### src/rtl/pipeline_pkg.sv
// pipeline_pkg: shared pipeline types, memory FSM states and funct3 constants
package pipeline_pkg;
   typedef enum logic [1:0] {IDLE, WAIT_GNT, WAIT_RV} mem_state_t;
   localparam logic [2:0] F3_B  = 3'b000;
   localparam logic [2:0] F3_H  = 3'b001;
   localparam logic [2:0] F3_W  = 3'b010;
   localparam logic [2:0] F3_BU = 3'b100;
   localparam logic [2:0] F3_HU = 3'b101;
   localparam logic [1:0] RESULT_LOAD = 2'b01;
   typedef struct packed {
      logic        reg_write;
      logic [1:0]  result_src;
      logic        mem_write;
      logic [2:0]  funct3;
      logic [31:0] alu_result;
      logic [31:0] write_data;
      logic [31:0] imm_ext;
      logic [31:0] pc_plus4;
      logic [4:0]  rd;
   } exmem_t;
   typedef struct packed {
      logic        reg_write;
      logic [1:0]  result_src;
      logic [31:0] alu_result;
      logic [31:0] load_data;
      logic [31:0] imm_ext;
      logic [31:0] pc_plus4;
      logic [4:0]  rd;
   } memwb_t;
endpackage

### src/rtl/lsu_align.sv
// lsu_align: store lane/byte-enable generation, load extraction and access legality
module lsu_align
   import pipeline_pkg::*;
(
   input  logic        is_load,
   input  logic        is_store,
   input  logic [2:0]  funct3,
   input  logic [1:0]  offset,
   input  logic [31:0] store_data,
   input  logic [31:0] rdata,
   output logic [3:0]  be,
   output logic [31:0] wdata,
   output logic [31:0] load_data,
   output logic        bad
);
   logic [7:0]  byte_sel;
   logic [15:0] half_sel;
   logic        legal, mis;
   assign byte_sel = rdata[{offset, 3'b000} +: 8];
   assign half_sel = rdata[{offset[1], 4'b0000} +: 16];
   // lane selection follows access size so unsigned loads enable the same lanes
   assign be = funct3[1:0] == 2'b00 ? 4'b0001 << offset
             : funct3[1:0] == 2'b01 ? 4'b0011 << {offset[1], 1'b0} : 4'b1111;
   assign wdata = funct3[1:0] == 2'b00 ? {4{store_data[7:0]}}
                : funct3[1:0] == 2'b01 ? {2{store_data[15:0]}} : store_data;
   assign load_data = funct3 == F3_B  ? {{24{byte_sel[7]}}, byte_sel}
                    : funct3 == F3_H  ? {{16{half_sel[15]}}, half_sel}
                    : funct3 == F3_BU ? {24'b0, byte_sel}
                    : funct3 == F3_HU ? {16'b0, half_sel} : rdata;
   assign legal = is_load ? funct3 inside {F3_B, F3_H, F3_W, F3_BU, F3_HU}
                          : funct3 inside {F3_B, F3_H, F3_W};
   assign mis = (funct3[1:0] == 2'b01 && offset[0]) || (funct3[1:0] == 2'b10 && offset != 2'b00);
   assign bad = (is_load | is_store) & (~legal | mis);
endmodule

### src/rtl/mem_stage.sv
// mem_stage: RV32I memory stage with req/gnt/rvalid bus FSM, timeout and MEM/WB register
module mem_stage
   import pipeline_pkg::*;
#(
   parameter int TIMEOUT_CYCLES = 255
) (
   input  logic        clk,
   input  logic        rst_n,
   input  exmem_t      ex_i,
   input  logic        ex_valid_i,
   output logic        stall_o,
   output memwb_t      wb_o,
   output logic        wb_valid_o,
   output logic        dmem_req_o,
   output logic        dmem_we_o,
   output logic [31:0] dmem_addr_o,
   output logic [3:0]  dmem_be_o,
   output logic [31:0] dmem_wdata_o,
   input  logic        dmem_gnt_i,
   input  logic        dmem_rvalid_i,
   input  logic [31:0] dmem_rdata_i,
   output logic        misalign_o,
   output logic        bus_err_o
);
   localparam int CW = $clog2(TIMEOUT_CYCLES + 1);
   mem_state_t       state, next;
   logic [CW-1:0]    cnt;
   logic             is_store, is_load, mem_op, bad, timeout, ok_done, abort, retire, fault;
   logic [31:0]      load_data;
   memwb_t           nxt_wb;
   assign is_store = ex_valid_i & ex_i.mem_write;
   assign is_load  = ex_valid_i & ~ex_i.mem_write & (ex_i.result_src == RESULT_LOAD);
   assign mem_op   = is_store | is_load;
   lsu_align u_align (
      .is_load   (is_load),
      .is_store  (is_store),
      .funct3    (ex_i.funct3),
      .offset    (ex_i.alu_result[1:0]),
      .store_data(ex_i.write_data),
      .rdata     (dmem_rdata_i),
      .be        (dmem_be_o),
      .wdata     (dmem_wdata_o),
      .load_data (load_data),
      .bad       (bad)
   );
   assign timeout = (state != IDLE) && (cnt == CW'(TIMEOUT_CYCLES - 1));
   assign ok_done = state == IDLE     ? ex_valid_i & (~mem_op | bad | (is_store & dmem_gnt_i))
                  : state == WAIT_GNT ? is_store & dmem_gnt_i : dmem_rvalid_i;
   // a grant or data arriving on the last allowed cycle still wins over the timeout
   assign abort   = timeout & (state == WAIT_GNT ? ~dmem_gnt_i : ~dmem_rvalid_i);
   assign retire  = ok_done | abort;
   assign fault   = ((state == IDLE) & bad) | abort;
   assign stall_o = mem_op & ~retire;
   assign dmem_req_o  = rst_n & (((state == IDLE) & mem_op & ~bad) | (state == WAIT_GNT));
   assign dmem_we_o   = ex_i.mem_write;
   assign dmem_addr_o = {ex_i.alu_result[31:2], 2'b00};
   assign next = retire ? IDLE
               : state == IDLE ? (mem_op ? (dmem_gnt_i ? WAIT_RV : WAIT_GNT) : IDLE)
               : state == WAIT_GNT ? (dmem_gnt_i ? WAIT_RV : WAIT_GNT) : WAIT_RV;
   always_comb begin
      nxt_wb = '0;
      if (retire) begin
         nxt_wb.reg_write  = ex_i.reg_write & ~fault;
         nxt_wb.result_src = ex_i.result_src;
         nxt_wb.alu_result = ex_i.alu_result;
         nxt_wb.load_data  = (state == WAIT_RV && dmem_rvalid_i) ? load_data : '0;
         nxt_wb.imm_ext    = ex_i.imm_ext;
         nxt_wb.pc_plus4   = ex_i.pc_plus4;
         nxt_wb.rd         = ex_i.rd;
      end
   end
   always_ff @(posedge clk or negedge rst_n) begin
      if (!rst_n) begin
         state      <= IDLE;
         cnt        <= '0;
         wb_o       <= '0;
         wb_valid_o <= 1'b0;
         misalign_o <= 1'b0;
         bus_err_o  <= 1'b0;
      end else begin
         state      <= next;
         cnt        <= (state != IDLE && next == state) ? cnt + 1'b1 : '0;
         wb_o       <= nxt_wb;
         wb_valid_o <= retire;
         misalign_o <= (state == IDLE) & bad;
         bus_err_o  <= abort;
      end
   end
endmodule

### config.mk
export PLATFORM = sky130hd
export DESIGN_NAME = mem_stage
export DESIGN_NICKNAME = d
export VERILOG_FILES = /design/src/rtl/pipeline_pkg.sv /design/src/rtl/lsu_align.sv /design/src/rtl/mem_stage.sv
export SDC_FILE = /design/constraint.sdc
export NUM_CORES = 1
export LEC_CHECK = 0
export BUFFER_PORTS_ARGS = -buffer_cell sky130_fd_sc_hd__buf_2
export CORE_AREA = 2 2 148 150
export CTS_CLUSTER_SIZE = 40
export DETAILED_ROUTE_END_ITERATION = 7
export DIE_AREA = 0 0 150 152
export PLACE_DENSITY = 0.69
export SYNTH_ARGS = -nofsm -noshare
export SYNTH_HDL_FRONTEND = slang
export SYNTH_SLANG_ARGS = --single-unit
### constraint.sdc
create_clock -name clk -period 4.25 [get_ports clk]
set_input_delay 0.2125 -clock clk [delete_from_list [all_inputs] [get_ports clk]]
set_output_delay 0.2125 -clock clk [all_outputs]
set_load 0.005 [all_outputs]
==> impl_metrics.py <==
metrics = {
    "synth": {
        "synthArstFlopShare_pct": 100.0,
        "synth_edf_count": 0,
        "yosys_warnings": 0,
        "synth-seq-cells": 149,
        "synthCells": 560,
        "ys_seq_area_share_pct": 56.22,
        "synth_top_flop_cell": "dfrtp_1",
        "synth.avg_cell_area_um2": 11.84,
        "synth_cell_types": 50,
        "synth_area_mm2": 0.006633,
    },
    "run_status": {
        "status": "finished clean",
    },
    "power_and_ir_drop": {
        "peakVddDrop_mv": 0.2268,
        "p_comb_share_pct": 22.1,
        "p_seq_share_pct": 41.5,
        "p_int_mw": 2.789,
        "clockPowerShare_pct": 36.4,
        "p_sw_share_pct": 31.24,
        "leakage_nw": 4.808,
        "powerDensity_mw_per_mm2": 447.8,
        "switching_power_mw": 1.267,
    },
    "detailed_routing": {
        "first_pass_iters": 5,
        "wl_um": 21890,
        "drc": 0,
        "num_vias": 5633,
        "ant_nets": 0,
        "drtIter0Drc": 241,
        "wl_per_cell_um": 18.55,
        "viasPerCell": 4.774,
    },
    "cts": {
        "cts.path.max_buffers": 2,
        "htree_levels": 4,
        "numClockSinks": 149,
        "clk_pin_slew_ns": 0.07,
        "cts_buffers": 17,
        "root_buffer": "clkbuf_16",
        "cts_resized": 0,
        "insertion_delay_ns": 0.42,
        "cts-hold-fix-buffers": 1,
        "cts_tree": "yes",
        "postCtsSetupBuffers": 0,
    },
    "placement": {
        "dpl.cell_count": 1145,
        "io_buffers": 384,
        "hpwlAfterDp_um": 16400,
        "place_congestion": 0.8750,
    },
    "global_routing": {
        "overflow": 0,
        "grt_max_degree": 86,
        "grt_pass1_vias": 5607,
        "antenna_found_initial": 4,
        "grt_use_total_pct": 18.84,
        "grt_pass1_wl_um": 32360,
    },
    "timing": {
        "fin_crit_sh_pct": 59.91,
        "drv_slew": 0,
        "rsz0062_at_grt": "false",
        "min_period_ns": 2.546,
        "slew-limit-headroom_pct": 18.62,
        "fin_skew_ns": 0.01059,
        "setup_tns_ns": 0,
        "setup_viol": 0,
        "finalHoldViolCount": 0,
        "max_freq_mhz": 392.8,
        "worst_pin_slew_ns": 1.221,
    },
    "cells_and_area": {
        "layout_common_cells": "buf_2 (383), dfrtp_1 (149), a21boi_0 (42), a21boi_2 (42), nand2_1 (29)",
        "fin_util_pct": 42.42,
        "multi_input_area_mm2": 0.002325,
        "seq_area_mm2": 0.003729,
        "finalNetCount": 1066,
        "fill_cells": 2069,
        "area_delta_synth_final_pct": 36.56,
        "layout-drive-gt1-share_pct": 54.00,
        "final_common_cell": "buf_2",
        "antenna_cells": 0,
        "stdcell_count": 1180,
    },
    "worst_setup_path": {
        "worstSetupStartpointType": "flip-flop",
        "path_class": "flip-flop to flip-flop",
        "crit_arrival_ns": 2.78,
        "end_kind": "flip-flop",
        "cp_max_fo": 49,
        "worstPathRequired_ns": 4.49,
    },
    "min_path": {
        "min_path_type": "input port to flip-flop",
    },
    "flow_run": {
        "drv_cap": 0,
    },
    "floorplan": {
        "coreArea_mm2": 0.02135,
        "die_y_um": 152,
        "dieWidth_um": 150,
        "placementRows": 54,
        "io_pins": 387,
        "initial_core_util_pct": 31.07,
        "fp.dieArea_mm2": 0.02280,
    },
}
[state kept, by name (all words and copies together) (netlist names)]
name,count
bus_err_o,1
wb_valid_o,1
state,2
misalign_o,1
wb_o,136
cnt,8
[critical path, stage by stage, from the launching register on]
cell and delay (ns):
dfrtp_1 0.51, and4b_1 0.23, a22oi_1 0.31, and2_4 0.69, buf_4 0.43, a21boi_0 0.19
[Yosys cell counts, types with 3 or more instances]
| cell type | count | area share (%) |
|---|---|---|
| a21boi_0 | 42 | 4.8 |
| a21boi_1 | 18 | 2.0 |
| a21boi_2 | 42 | 7.1 |
| a21oi_1 | 26 | 2.0 |
| a221oi_1 | 8 | 1.1 |
| a31oi_1 | 3 | 0.28 |
| buf_1 | 6 | 0.34 |
| buf_2 | 8 | 0.60 |
| buf_4 | 41 | 4.6 |
| buf_6 | 8 | 1.4 |
| clkbuf_1 | 23 | 1.3 |
| dfrtp_1 | 149 | 56 |
| inv_1 | 13 | 0.74 |
| mux2_2 | 16 | 2.7 |
| mux2i_1 | 10 | 1.5 |
| nand2_1 | 29 | 1.6 |
| nand2b_1 | 6 | 0.57 |
| nand3_1 | 5 | 0.38 |
| nor2_1 | 14 | 0.79 |
| nor2b_1 | 3 | 0.28 |
| nor3_1 | 4 | 0.30 |
| o211ai_1 | 10 | 1.1 |
| o21ai_0 | 14 | 1.1 |
| o22ai_1 | 25 | 2.4 |
| xnor2_1 | 3 | 0.40 |
| xor2_1 | 3 | 0.40 |
[power groups by stage]
stage	registers (mW)	clock network (mW)	logic [mW]
final	1.68	1.48	0.896
after global routing	1.71	1.59	0.986
after CTS	1.69	1.52	0.907
after detailed placement	1.71	0	0.903
after global placement	1.71	0	0.896
after floorplan	1.73	0	0.439
[routing by layer]
| layer | routed length, µm | track usage (%) |
|---|---|---|
| met5 | 28 | 0 |
| met3 | 1811 | 5.315 |
| met2 | 11720 | 34.75 |
| met1 | 7841 | 20.45 |
| met4 | 488 | 6.334 |
[cell type report]
| cell class | count | area share, % |
|---|---|---|
| clock buffer | 17 | 4.697 |
| clock inverter | 15 | 1.810 |
| inverter | 13 | 0.5387 |
| multi-input combinational | 313 | 25.67 |
| sequential | 149 | 41.17 |
| tap | 280 | 3.868 |
| timing repair buffer | 393 | 22.25 |
[logic make-up after synthesis]
group                      share of synthesized area, %
AOI/OAI and AO/OA                                 23.75
xor gates and xnor gates                         0.7924
adders and majority gates                        0.3772
buffers and inverters                             8.980
DFF                                               56.22
muxes                                             4.565
other                                           0.05654
and+or+nand+nor                                   5.263
[path summary, 6_finish.rpt]
kind                                from   endpoint  slack (ns)  cells after the start
max in group asynchronous          rst_n   wb_o[85]        2.49                      3
worst min register to register    cnt[0]     cnt[0]        0.49                      1
worst max register to register  state[1]   wb_o[19]        1.70                      5
min in group asynchronous          rst_n  wb_o[121]        0.43                      2
worst max-delay path            state[1]   wb_o[19]        1.70                      5
worst min-delay path            ex_i[64]   wb_o[64]        0.03                      2
[stage by stage]
step	instance area, µm²	total power [mW]	hold WS, ns	worst slack, ns
after floorplan	6636	2.173	-0.08309	2.458
after global placement	8438	2.607	0.3324	1.671
after detailed placement	8438	2.616	0.3369	1.681
after CTS	9037	4.119	0.003776	1.681
after global routing	9057	4.286	0.009846	1.441
final	9057	4.056	0.03108	1.704
(Power assumes the default switching activity.)
